`src/rtl/resonator_dds_div_32s_16s_16_seq.sv`:
```
// Sequential signed restoring divider: 32-bit signed dividend / 16-bit signed
// divisor -> saturated 16-bit signed quotient and 16-bit signed remainder.
// One quotient bit per enabled clock, valid/ready on both sides.
//
// Handshake: an input transfer happens on an enabled edge where
// in_valid && in_ready; an output transfer happens on an enabled edge where
// out_valid && out_ready. in_ready depends on state only; out_valid and the
// result fields hold steady until that output transfer.
module resonator_dds_div_32s_16s_16_seq #(
  parameter int DIVIDEND_WIDTH = 32,
  parameter int DIVISOR_WIDTH  = 16
) (
  input  logic                      clk,
  input  logic                      reset_n,
  input  logic                      ce,
  input  logic                      in_valid,
  output logic                      in_ready,
  input  logic [DIVIDEND_WIDTH-1:0] dividend,
  input  logic [DIVISOR_WIDTH-1:0]  divisor,
  output logic                      out_valid,
  input  logic                      out_ready,
  output logic [DIVISOR_WIDTH-1:0]  quotient,
  output logic [DIVISOR_WIDTH-1:0]  remainder,
  output logic                      overflow,
  output logic                      div_by_zero,
  output logic [1:0]                state_dbg
);

  localparam int DW = DIVIDEND_WIDTH;
  localparam int VW = DIVISOR_WIDTH;
  localparam int CW = $clog2(DIVIDEND_WIDTH);

  // Largest positive / negative quotient magnitudes representable in VW bits.
  localparam logic [DW-1:0] POS_LIM = DW'((64'd1 << (VW - 1)) - 64'd1);
  localparam logic [DW-1:0] NEG_LIM = DW'(64'd1 << (VW - 1));
  localparam logic [VW-1:0] POS_SAT = {1'b0, {(VW-1){1'b1}}};
  localparam logic [VW-1:0] NEG_SAT = {1'b1, {(VW-1){1'b0}}};

  typedef enum logic [1:0] {
    S_IDLE  = 2'd0,
    S_BUSY  = 2'd1,
    S_FINAL = 2'd2,
    S_DONE  = 2'd3
  } state_t;

  state_t        state_q, state_d;
  logic [DW-1:0] dvd_q, dvd_d;        // dividend magnitude, shifted out MSB first
  logic [VW-1:0] dvs_q, dvs_d;        // divisor magnitude
  logic [VW:0]   rem_q, rem_d;        // partial remainder (always < |divisor|)
  logic [DW-1:0] quo_q, quo_d;        // quotient magnitude
  logic [CW-1:0] cnt_q, cnt_d;        // remaining iterations minus one
  logic          neg_q, neg_d;        // quotient is negative
  logic          rem_neg_q, rem_neg_d;// dividend was negative
  logic          zero_q, zero_d;      // divisor was zero
  logic          out_valid_q, out_valid_d;
  logic [VW-1:0] quotient_q, quotient_d;
  logic [VW-1:0] remainder_q, remainder_d;
  logic          overflow_q, overflow_d;
  logic          dbz_q, dbz_d;

  logic [VW+1:0] shifted;
  logic          step_ge;
  logic [VW-1:0] quo_lo;
  logic [VW-1:0] rem_lo;

  // Next-state and datapath: one restoring step per enabled BUSY cycle,
  // sign/saturation in FINAL, output hold in DONE.
  always_comb begin
    state_d     = state_q;
    dvd_d       = dvd_q;
    dvs_d       = dvs_q;
    rem_d       = rem_q;
    quo_d       = quo_q;
    cnt_d       = cnt_q;
    neg_d       = neg_q;
    rem_neg_d   = rem_neg_q;
    zero_d      = zero_q;
    out_valid_d = out_valid_q;
    quotient_d  = quotient_q;
    remainder_d = remainder_q;
    overflow_d  = overflow_q;
    dbz_d       = dbz_q;

    shifted = {rem_q, dvd_q[DW-1]};
    step_ge = (shifted >= {2'b00, dvs_q});
    quo_lo  = quo_q[VW-1:0];
    rem_lo  = rem_q[VW-1:0];

    if (ce) begin
      case (state_q)
        S_IDLE: begin
          if (in_valid) begin
            dvd_d     = dividend[DW-1] ? -dividend : dividend;
            dvs_d     = divisor[VW-1] ? -divisor : divisor;
            rem_d     = '0;
            quo_d     = '0;
            cnt_d     = CW'(DW - 1);
            neg_d     = dividend[DW-1] ^ divisor[VW-1];
            rem_neg_d = dividend[DW-1];
            zero_d    = (divisor == '0);
            state_d   = S_BUSY;
          end
        end
        S_BUSY: begin
          rem_d = step_ge ? (VW+1)'(shifted - {2'b00, dvs_q}) : (VW+1)'(shifted);
          quo_d = {quo_q[DW-2:0], step_ge};
          dvd_d = {dvd_q[DW-2:0], 1'b0};
          if (cnt_q == '0) begin
            state_d = S_FINAL;
          end else begin
            cnt_d = cnt_q - CW'(1);
          end
        end
        S_FINAL: begin
          overflow_d = 1'b0;
          dbz_d      = 1'b0;
          if (zero_q) begin
            quotient_d  = rem_neg_q ? NEG_SAT : POS_SAT;
            remainder_d = '0;
            dbz_d       = 1'b1;
          end else begin
            if (!neg_q) begin
              if (quo_q > POS_LIM) begin
                quotient_d = POS_SAT;
                overflow_d = 1'b1;
              end else begin
                quotient_d = quo_lo;
              end
            end else begin
              if (quo_q > NEG_LIM) begin
                quotient_d = NEG_SAT;
                overflow_d = 1'b1;
              end else begin
                quotient_d = -quo_lo;
              end
            end
            // A zero magnitude negates to zero, so no special case is needed.
            remainder_d = rem_neg_q ? -rem_lo : rem_lo;
          end
          out_valid_d = 1'b1;
          state_d     = S_DONE;
        end
        S_DONE: begin
          if (out_ready) begin
            out_valid_d = 1'b0;
            state_d     = S_IDLE;
          end
        end
        default: state_d = S_IDLE;
      endcase
    end
  end

  // State and result registers; reset aborts any division in progress.
  always_ff @(posedge clk or negedge reset_n) begin
    if (!reset_n) begin
      state_q     <= S_IDLE;
      dvd_q       <= '0;
      dvs_q       <= '0;
      rem_q       <= '0;
      quo_q       <= '0;
      cnt_q       <= '0;
      neg_q       <= 1'b0;
      rem_neg_q   <= 1'b0;
      zero_q      <= 1'b0;
      out_valid_q <= 1'b0;
      quotient_q  <= '0;
      remainder_q <= '0;
      overflow_q  <= 1'b0;
      dbz_q       <= 1'b0;
    end else begin
      state_q     <= state_d;
      dvd_q       <= dvd_d;
      dvs_q       <= dvs_d;
      rem_q       <= rem_d;
      quo_q       <= quo_d;
      cnt_q       <= cnt_d;
      neg_q       <= neg_d;
      rem_neg_q   <= rem_neg_d;
      zero_q      <= zero_d;
      out_valid_q <= out_valid_d;
      quotient_q  <= quotient_d;
      remainder_q <= remainder_d;
      overflow_q  <= overflow_d;
      dbz_q       <= dbz_d;
    end
  end

  assign in_ready    = (state_q == S_IDLE);
  assign out_valid   = out_valid_q;
  assign quotient    = quotient_q;
  assign remainder   = remainder_q;
  assign overflow    = overflow_q;
  assign div_by_zero = dbz_q;
  assign state_dbg   = state_q;

endmodule

```
`config.mk`:
```
export PLATFORM = sky130hd
export DESIGN_NAME = resonator_dds_div_32s_16s_16_seq
export DESIGN_NICKNAME = d
export VERILOG_FILES = /design/src/rtl/resonator_dds_div_32s_16s_16_seq.sv
export SDC_FILE = /design/constraint.sdc
export NUM_CORES = 1
export LEC_CHECK = 0
export ABC_CLOCK_PERIOD_IN_PS = 4600
export CAP_MARGIN = 30
export CORE_ASPECT_RATIO = 0.6
export CORE_UTILIZATION = 45
export DETAILED_ROUTE_END_ITERATION = 12
export MAX_ROUTING_LAYER = met4
export PLACE_DENSITY = 0.76
export SLEW_MARGIN = 5
export SYNTH_ARGS = -nofsm -noshare
export SYNTH_HDL_FRONTEND = slang
export SYNTH_SLANG_ARGS = --single-unit
```
`constraint.sdc`:
```
create_clock -name clk -period 4.6 [get_ports clk]
set_input_delay 0.46 -clock clk [delete_from_list [all_inputs] [get_ports clk]]
set_output_delay 0.46 -clock clk [all_outputs]
set_load 0.02 [all_outputs]
```
==> results.json <==
{
  "status": "finished, final reports clean",
  "drc": 0,
  "worstReg2RegEnd": "rem_q[3]$_DFFE_PN0P_",
  "worstHoldPathType": "input port to asynchronous set/reset pin",
  "fmax_mhz": 314,
  "syn_area_per_cell_um2": 8.46,
  "placed_area_um2": 9830,
  "cp.required_ns": 4.87,
  "ys.warnings.count": 0,
  "syn_area_um2": 8760,
  "leakagePower_nw": 4.55,
  "p_comb_share_pct": 50.6,
  "cp-end-kind": "flip-flop",
  "core_um2": 19000,
  "area_growth_pct": 19.3,
  "viasPerCell": 5.74,
  "cts.sinks": 142,
  "syn_inst": 1035,
  "layout_common_cells": "nand2_1 (179), dfrtp_1 (142), o21ai_0 (106)",
  "rsz0062_at_grt": "no",
  "fin_crit_sh_pct": 69.3,
  "hold_viol": 0,
  "cp.arrival_ns": 3.46,
  "syn-num-nets": 1115,
  "path_cells": "inv_1 -> ha_1 -> inv_1 -> fa_1 -> a21oi_1 -> o32ai_1 -> o311ai_0 -> a21o_1 -> or4_1 -> o311ai_0",
  "worst_slack_ns": 1.41,
  "clk_latency_ns": 0.43,
  "switchingPower_mw": 3.19,
  "swShare_pct": 44.4,
  "avgRoutedWirePerCell_um": 16.7,
  "synthArstFlopShare_pct": 100,
  "route.antenna.remaining_nets": 0,
  "final_cell_area_um2": 10400,
  "rr_startpoint": "dvd_q[31]$_DFFE_PN0P_",
  "cp.depth": 10,
  "setup_violations": 0,
  "pre_cts_ws_ns": 1.12,
  "r2r_setup_slack_ns": 1.41,
  "crit_type": "flip-flop to flip-flop",
  "drv_cap": 0,
  "r2r_cells": 10,
  "cts-buffers-inserted": 17,
  "die_y_um": 110,
  "holdWs_ns": 0.453,
  "routed_wl_um": 22600,
  "grt_pass1_wl_um": 37400,
  "die_w_um": 182,
  "postCtsSetupBuffers": 0,
  "grt_pass1_vias": 6910,
  "layout_commonest_cell": "nand2_1",
  "fin_setup_tns_ns": 0,
  "dpl.hpwl_um": 16200,
  "grtUsageTotal_pct": 24.5,
  "cts_buffer_depth": 2,
  "io_buffers": 90,
  "drive_above_1_share_pct": 6.07,
  "num_vias": 7758,
  "first_pass_iters": 8,
  "drt_first_iter_violations": 820,
  "crit_family": "compound AO/OA/AOI/OAI gates",
  "nNetsFinal": 1172,
  "root_buffer": "clkbuf_16",
  "gr-total-overflow": 0,
  "ys_seq_area_share_pct": 40.6,
  "p_int_mw": 3.99,
  "powerDensity_nw_per_um2": 688,
  "cp_max_fo": 20,
  "worst-path-buf-inv": 2,
  "clk_pin_slew_ns": 0.06,
  "cp_slowest_stage_delay_ns": 0.67,
  "p_seq_share_pct": 29.6,
  "num_rows": 39,
  "io_pins": 91,
  "cts_tree": "built",
  "slew_headroom_pct": 42.2,
  "cts-htree-levels": 4,
  "initial_core_util_pct": 46.0,
  "synth_edf_count": 0,
  "dieArea_um2": 20000,
  "yosysUniqueCellTypes": 69,
  "ys.flop_type": "dfrtp_1",
  "grt_max_degree": 92,
  "crit_slowest_cell": "o311ai_0",
  "antenna_found_initial": 1,
  "slew_viol_final": 0,
  "ys_ff_latch": 142,
  "finClkSkew_ns": 0.0149,
  "gp_congestion": 0.939,
  "crit_path_start_kind": "flip-flop",
  "p_clk_share_pct": 19.9,
  "tightest_slew_ns": 0.858,
  "period_needed_ns": 3.19,
  "vdd_ir_drop_max_mv": 0.376
}
## through the flow
stage,cells,util [%],total power [mW]
2_1_floorplan,1035,-,4.58
3_3_place_gp,1315,51.4,5.58
3_5_place_dp,1318,51.7,5.67
4_1_cts,1350,54.9,7.13
5_1_grt,1351,54.9,7.71
6_report,1351,54.9,7.19
## kinds of logic (layout without fill, tap and decap cells)
logic type	Yosys count	count (layout)	share of synthesized area, %
XOR/XNOR	69	69	6.90
AO/OA/AOI/OAI	276	276	20.2
other	0	1	0
AND/OR/NAND/NOR	399	399	21.6
buffers and inverters	106	175	4.86
flip-flops	142	142	40.6
multiplexers	16	16	1.86
adder cells (fa/ha/maj)	27	27	3.94
## synth_stat cells (7+ instances only)
library cell	count	area (um2)
o41ai_1	7	61.3
nand3b_1	8	60.1
and2_1	7	43.8
xor2_1	50	438
nand3_1	81	405
nor3_1	13	65.1
mux2i_1	14	140
xnor2_1	19	166
nor2b_1	11	68.8
or4_1	8	60.1
o31ai_1	17	128
inv_1	41	154
o211ai_1	26	195
clkbuf_1	54	203
o21a_1	7	52.6
nand2b_1	8	50.1
a21oi_1	52	260
nor2_1	42	158
nor4_1	7	43.8
o21ai_0	106	531
ha_1	26	325
o311ai_0	11	96.3
nand2_1	179	672
dfrtp_1	142	3550
## worst max path at each step
stage,startpoint,to
after floorplan,dividend[0],dvd_q[28]$_DFFE_PN0P_
after global placement,dividend[0],dvd_q[28]$_DFFE_PN0P_
after detailed placement,dividend[0],dvd_q[28]$_DFFE_PN0P_
after CTS,dvd_q[31]$_DFFE_PN0P_,rem_q[3]$_DFFE_PN0P_
after global routing,dvd_q[31]$_DFFE_PN0P_,rem_q[3]$_DFFE_PN0P_
final,dvd_q[31]$_DFFE_PN0P_,rem_q[3]$_DFFE_PN0P_
## registers in the layout (all words and copies together), names as in the netlist
signal       cells
dvd_q           32
quo_q           32
rem_q           17
dvs_q           16
quotient        16
remainder       16
cnt_q            5
state_dbg        2
div_by_zero      1
neg_q            1
out_valid        1
overflow         1
rem_neg_q        1
zero_q           1
## metal layers
metal	GRT usage, %	routed length, um
met1	38.0	11900
met2	31.1	8540
met3	6.31	1990
met4	4.62	178
met5	-	0
## area by class of cell
| cell class | instances | area [um2] |
|---|---|---|
| fillers | 1721 | 8580 |
| multi-input cells | 787 | 4790 |
| flip-flops and latches | 142 | 3550 |
| repair buffers | 102 | 1030 |
| clock buffers | 18 | 439 |
| well taps | 246 | 308 |
| clock inverters | 13 | 164 |
| inverters | 42 | 158 |
| diodes | 1 | 2.50 |
## worst reg2reg max path, stage by stage (launching register included)
cell      delay, ns
dfrtp_1        0.41
inv_1          0.08
ha_1           0.17
inv_1          0.06
fa_1           0.43
a21oi_1        0.20
o32ai_1        0.10
o311ai_0       0.67
a21o_1         0.57
or4_1          0.22
o311ai_0       0.12
## timing repair
item	in CTS	in global routing
hold buffers	1	0
hold endpoints to repair	21	0
gates resized for setup	0	0
endpoints found under the setup margin	0	0
## power by group through the flow
stage / logic [mW] / clock network [mW] / registers [mW]
4_1_cts: 3.58 / 1.44 / 2.11
3_5_place_dp: 3.54 / 0 / 2.13
5_1_grt: 4.02 / 1.50 / 2.19
2_1_floorplan: 2.46 / 0 / 2.12
6_report: 3.63 / 1.43 / 2.13
3_3_place_gp: 3.48 / 0 / 2.11
Power figures use the tool's default switching activity.
